==> src/rtl/blink_breathe_pwm.sv <==
// Breathing LED driver: ramps PWM duty up/down, one step per blink_in rising edge.
// Ports: clk, rst (sync, active-high), en, blink_in -> led, duty, phase.
`timescale 1ns/1ps
module blink_breathe_pwm #(
    parameter int PWM_BITS   = 8,
    parameter int STEP       = 32,
    parameter int HOLD_EDGES = 2
) (
    input  logic                clk,
    input  logic                rst,
    input  logic                en,
    input  logic                blink_in,
    output logic                led,
    output logic [PWM_BITS-1:0] duty,
    output logic [1:0]          phase
);

    typedef enum logic [1:0] {
        HOLD_LO   = 2'd0,
        RAMP_UP   = 2'd1,
        HOLD_HI   = 2'd2,
        RAMP_DOWN = 2'd3
    } phase_t;

    localparam int HW = (HOLD_EDGES > 1) ? $clog2(HOLD_EDGES) : 1;

    localparam logic [PWM_BITS:0]   MAX_X     = {1'b0, {PWM_BITS{1'b1}}};
    localparam logic [PWM_BITS-1:0] MAX_N     = {PWM_BITS{1'b1}};
    localparam logic [PWM_BITS:0]   STEP_X    = (PWM_BITS+1)'(STEP);
    localparam logic [PWM_BITS-1:0] STEP_N    = PWM_BITS'(STEP);
    localparam logic [HW-1:0]       HOLD_LAST = HW'(HOLD_EDGES - 1);

    phase_t              phase_q;
    phase_t              phase_d;
    logic [PWM_BITS-1:0] duty_q;
    logic [PWM_BITS-1:0] duty_d;
    logic [HW-1:0]       hold_q;
    logic [HW-1:0]       hold_d;
    logic [PWM_BITS-1:0] pwm_q;
    logic                led_q;
    logic                led_d;
    logic                blink_q;
    logic                adv;
    logic [PWM_BITS:0]   sum;

    // Edges seen while disabled are dropped, not queued.
    assign adv = en & blink_in & ~blink_q;

    // State register
    always_ff @(posedge clk) begin
        if (rst) begin
            phase_q <= HOLD_LO;
            duty_q  <= '0;
            hold_q  <= '0;
            pwm_q   <= '0;
            led_q   <= 1'b0;
            // Reset high so a level already high at release is not an edge.
            blink_q <= 1'b1;
        end else begin
            phase_q <= phase_d;
            duty_q  <= duty_d;
            hold_q  <= hold_d;
            blink_q <= blink_in;
            led_q   <= led_d;
            if (en) begin
                pwm_q <= pwm_q + PWM_BITS'(1);
            end
        end
    end

    // Next-state logic
    always_comb begin
        phase_d = phase_q;
        duty_d  = duty_q;
        hold_d  = hold_q;
        sum     = {1'b0, duty_q} + STEP_X;
        if (adv) begin
            case (phase_q)
                HOLD_LO: begin
                    if (hold_q == HOLD_LAST) begin
                        phase_d = RAMP_UP;
                        hold_d  = '0;
                    end else begin
                        hold_d = hold_q + HW'(1);
                    end
                end
                RAMP_UP: begin
                    // Extra carry bit lets the saturation test see overflow.
                    if (sum >= MAX_X) begin
                        duty_d  = MAX_N;
                        phase_d = HOLD_HI;
                    end else begin
                        duty_d = sum[PWM_BITS-1:0];
                    end
                end
                HOLD_HI: begin
                    if (hold_q == HOLD_LAST) begin
                        phase_d = RAMP_DOWN;
                        hold_d  = '0;
                    end else begin
                        hold_d = hold_q + HW'(1);
                    end
                end
                RAMP_DOWN: begin
                    if ({1'b0, duty_q} <= STEP_X) begin
                        duty_d  = '0;
                        phase_d = HOLD_LO;
                    end else begin
                        duty_d = duty_q - STEP_N;
                    end
                end
                default: begin
                    phase_d = HOLD_LO;
                end
            endcase
        end
    end

    // Output logic
    always_comb begin
        led_d = en & (pwm_q < duty_q);
    end

    assign led   = led_q;
    assign duty  = duty_q;
    assign phase = phase_q;

endmodule

==> config.mk <==
export PLATFORM = sky130hd
export DESIGN_NAME = blink_breathe_pwm
export DESIGN_NICKNAME = d
export VERILOG_FILES = /design/src/rtl/blink_breathe_pwm.sv
export SDC_FILE = /design/constraint.sdc
export NUM_CORES = 1
export LEC_CHECK = 0
export BUFFER_PORTS_ARGS = -buffer_cell sky130_fd_sc_hd__buf_2
export CAP_MARGIN = 5
export CELL_PAD_IN_SITES_DETAIL_PLACEMENT = 1
export CELL_PAD_IN_SITES_GLOBAL_PLACEMENT = 1
export CORE_ASPECT_RATIO = 1.5
export CORE_MARGIN = 2
export CORE_UTILIZATION = 38
export DETAILED_ROUTE_END_ITERATION = 8
export PLACE_DENSITY_LB_ADDON = 0.1
export SLEW_MARGIN = 30
export SYNTH_ARGS = -nofsm -noshare
export SYNTH_HDL_FRONTEND = slang
export SYNTH_SLANG_ARGS = --single-unit
==> constraint.sdc <==
create_clock -name clk -period 1.8 [get_ports clk]
set_input_delay 0 -clock clk [delete_from_list [all_inputs] [get_ports clk]]
set_output_delay 0 -clock clk [all_outputs]
set_load 0.005 [all_outputs]
Word level (Yosys, flattened, before mapping):

Cells that the tools add are included.

* $add $sub $neg: 4
* reduce and logical (&&, ||, !) cells: 6
* multiplexer cells: 9
* equal/unequal tests: 7
* bitwise operators: 4
* magnitude comparators: 3

Operators with widths (count)
* $mux 8: 2
* $pmux 8 s2: 1
* $add 8x6->9 const B: 1
* $ge 9x8->1 const B: 1
* $add 8x1->8 const B: 1
* $le 8x6->1 const B: 1
* $lt 8x8->1: 1
* $mux 2: 4
* $ne 2x2->1 const B: 4
* $pmux 2 s4: 1
* $sub 8x6->8 const B: 1
* $reduce_and 5->1: 1
* $eq 2x2->1 const B: 2
* $reduce_and 2->1: 2
* $and 1x1->1: 3
* $eq 2x1->1 const B: 1
* $logic_not 2->1: 1
* $reduce_bool 2->1: 1
* $reduce_or 2->1: 1
* $add 1x1->1 const B: 1
* $mux 1: 1
* $not 1->1: 1

* bits in registers: 21

Longest topological paths before layout:

* word-level depth: 4
* mapped depth: 7
* gate-level depth less buffers: 7

Least setup slack after synthesis:

No wires, ideal clock.

* path kind: flip-flop to flip-flop
* start point: reg duty_q[5] (netlist: duty[5])
* end point: reg phase_q[1] (netlist: phase[1])
* data arrival time: 1.730 ns
* required time: 1.672 ns
* clock period less this slack: 1.858 ns
* path buffers: 0
* path slack: -0.058 ns
* cell stages (with the launch flop): 8
* cells stage by stage: dfxtp_1 > inv_1 > ha_1 > and2b_2 > o211ai_1 > a311o_1 > mux2i_1 > nor2_1

* cells in the longest elaborated chain, start to end: 4

RTL lines
* from (decl): RTL line 35 `logic [PWM_BITS-1:0] duty_q;`
* from (signal assigned): RTL line 61 `duty_q <= duty_d;`
* $add 8x6->9: RTL line 76 `sum = {1'b0, duty_q} + STEP_X;`
* $ge 9x8->1: RTL line 89 `if (sum >= MAX_X) begin`
* $ne 2x2->1 (no source line)
* $reduce_and 5->1 (no source line) (*)
* to (signal assigned): RTL line 60 `phase_q <= phase_d;`
* to (decl): RTL line 33 `phase_t phase_q;`

Every way passes the cells marked *; elsewhere a longest branch is shown, timed or not.
A chain may end at the register's enable or synchronous reset.

Final worst setup path:

Ends and elaborated chain as after synthesis.

==> results.toml <==
[floorplanning]
dieArea_mm2 = 0.00329
die_w_um = 47.5
ios = 15
core_mm2 = 0.00268
start_util = 0.403
die_y_um = 69.3
core.rowCount = 23

[detailed_routing]
postRouteWirelength_mm = 2.62
drtAntennaViolNets = 0
vias = 938
route.detailed.drc = 0
wire_per_inst_um = 14.7
dr.pass1.iters = 4
via_per_inst = 5.27
drt-initial-drc-count = 16

[synth]
netlist_area_mm2 = 0.00108
ys_seq_elements = 17
synth_largest_area_cell = "dfxtp_1"
yosys_most_used_dff = "dfxtp_1"
synth_edf_count = 0
seq_area_frac_synth = 0.315
synth-async-reset-ratio = 0
synth_nets = 142
syn_area_per_cell_um2 = 8.78
yosys-top-cells-area = "dfxtp_1, ha_1, a21oi_1"
synth_top_area_frac = 0.315
netlist_instances = 123
yosysUniqueCellTypes = 37
yosysWarningCount = 0

[hold_path]
worst_hold_path.endpoint = "led"
hold_class = "in2reg"
hold_start = "en"
whs_path_depth = 3

[global_route]
grt_pass1_wl_mm = 4.49
grt_max_degree = 18
overflow = 0
use_met3 = 0.0313
grt.busiest_layer = "met2"
grt_util_met2 = 0.332
antenna_found_initial = 0
use_met1 = 0.210
grtUsageTotal = 0.189
grt_pass1_vias = 993

[clock_network]
cts_buffer_depth = 2
cts-root-buf = "clkbuf_8"
cts_made_buffers = 3
htree_levels = 1
cts_tree = "done"
clk_latency_ns = 0.25
cts.sinks = 17
clkTransAtPathRegs_ns = 0.07
cts_setup_buffers = 0

[critical_path]
cp_num_buf_inv = 1
critPathKind = "reg2reg"
cp.arrival_ns = 1.84
max_stage_delay_ns = 0.32
crit_slowest_cell = "dfxtp_2"
path_delay_family = "compound AO/OA/AOI/OAI gates"
rr_worst_depth = 7
worst_r2r_endpoint = "phase[1]"
cp.required_ns = 1.94
r2r_slack_ns = 0.1
cp_max_fo = 3
path_cells = "inv_1, ha_4, and2b_2, o211ai_1, a311o_1, mux2i_1, nor2_1"
reg2reg_from = "duty[5]"
cp-start-kind = "flop"
endpoint_kind = "flop"

[status]
status = "complete, no violations"

[power_and_ir_drop]
peakVddDrop_uv = 422
power.internal_w = 0.000561
power.leakage_nw = 0.550
switching_share = 0.219
sequentialPowerShare = 0.544
powerDensity_mw_per_mm2 = 572
p_comb_frac = 0.058
power.share.clock = 0.398
p_sw_w = 0.000157

[placement]
gp_congestion = 0.880
io_buffers = 14
dp_hpwl_mm = 2.09
dpl_worst_slack_ns = 0.0407

[sta]
drv_slew = 0
setup-violations-final = 0
min_period_ns = 1.70
setup_tns_ns = 0
rsz0062_at_grt = "false"
fin_ws_ns = 0.0987
skew_ns = 0.00616
fin_crit_sh = 0.945
hold_violations = 0
max_slew_margin = 0.781
tightestPinTransition_ns = 0.329
fmax_mhz = 588

[layout]
fillers = 353
layout_common_cells = "ha_1, dfxtp_1, buf_2"
layout.nets = 161
drive_gt1_frac = 0.234
area_growth_pct = 16.3
diodes = 0

[run]
cap_violations = 0
-- logic make-up after synthesis --
| group | Yosys count | share of synthesized area |
|---|---|---|
| AND/OR/NAND/NOR | 36 | 0.170 |
| AO/OA/AOI/OAI | 32 | 0.190 |
| flip-flops | 17 | 0.315 |
| buffers and inverters | 15 | 0.0834 |
| adder cells (fa/ha/maj) | 15 | 0.174 |
| XOR/XNOR | 6 | 0.0487 |
| multiplexers | 2 | 0.0185 |
-- power by group through the flow --
stage,combinational (W),clock [W],sequential (W)
floorplan,0.0000327,0,0.000398
global placement,0.0000384,0,0.000399
detailed placement,0.0000405,0,0.000399
CTS,0.0000423,0.000298,0.000391
global route,0.0000488,0.000315,0.000392
finish,0.0000416,0.000286,0.000391
-- synthesized netlist by cell type, drive strengths merged, types with 2 or more instances --
library cell	count
a211oi	2
a21o	2
a21oi	9
a311o	2
buf	7
dfxtp	17
ha	15
inv	7
mux2i	2
nand2	7
nand4	3
nor2	12
o21ai	9
or3	4
xor2	5
-- final cells by class --
| type | instances | area (um2) | share of cell area |
|---|---|---|---|
| Multi-Input combinational cell | 91 | 662 | 0.527 |
| Sequential cell | 17 | 344 | 0.274 |
| Clock buffer | 4 | 45.0 | 0.0359 |
| Timing Repair Buffer | 22 | 133 | 0.106 |
| Inverter | 7 | 26.3 | 0.0209 |
| Tap cell | 37 | 46.3 | 0.0369 |
-- how the worst max path moves through the flow --
stage	slack (ns)	to	start	depth (start not counted)
after floorplan	0.03	phase[1]	duty[5]	7
after global placement	0.07	led	duty[3]	7
after detailed placement	0.04	phase[1]	duty[5]	7
after CTS	0.04	phase[1]	duty[5]	7
after global routing	0.005	phase[1]	duty[5]	7
final	0.1	phase[1]	duty[5]	7
-- flip-flops by register name, indices dropped and copies added, names as in the netlist --
| name | cells |
|---|---|
| led | 1 |
| phase | 2 |
| blink_q | 1 |
| duty | 4 |
| pwm_q | 8 |
| hold_q | 1 |
-- worst min-delay path, stage by stage --
cell	delay, ns
buf_2	0.16
nand2_1	0.08
a21oi_1	0.04
-- what timing repair did --
action | 4_1_cts | 5_1_grt
hold buffers | 1 | 0
setup endpoints to repair | 0 | 5
endpoints found under the hold margin | 1 | 0
resized for setup | 0 | 3
-- per-stage QoR --
step | power (W) | std cells | hold WS (ns) | utilization | cell area, um2
floorplan | 0.000430 | 123 | 0.107 | - | 1080
global placement | 0.000437 | 173 | 0.214 | 0.444 | 1190
detailed placement | 0.000440 | 173 | 0.224 | 0.444 | 1190
CTS | 0.000731 | 178 | 0.0566 | 0.464 | 1240
global route | 0.000756 | 178 | 0.0976 | 0.469 | 1260
finish | 0.000718 | 178 | 0.0649 | 0.469 | 1260
-- metal layers --
| layer | vias up | part of all wire |
|---|---|---|
| li1 | 469 | - |
| met1 | 454 | 0.39 |
| met2 | 10 | 0.57 |
| met3 | 5 | 0.017 |
| met4 | 0 | 0.019 |
| met5 | - | 0 |
Note: power is estimated with default switching activity, not from simulation.
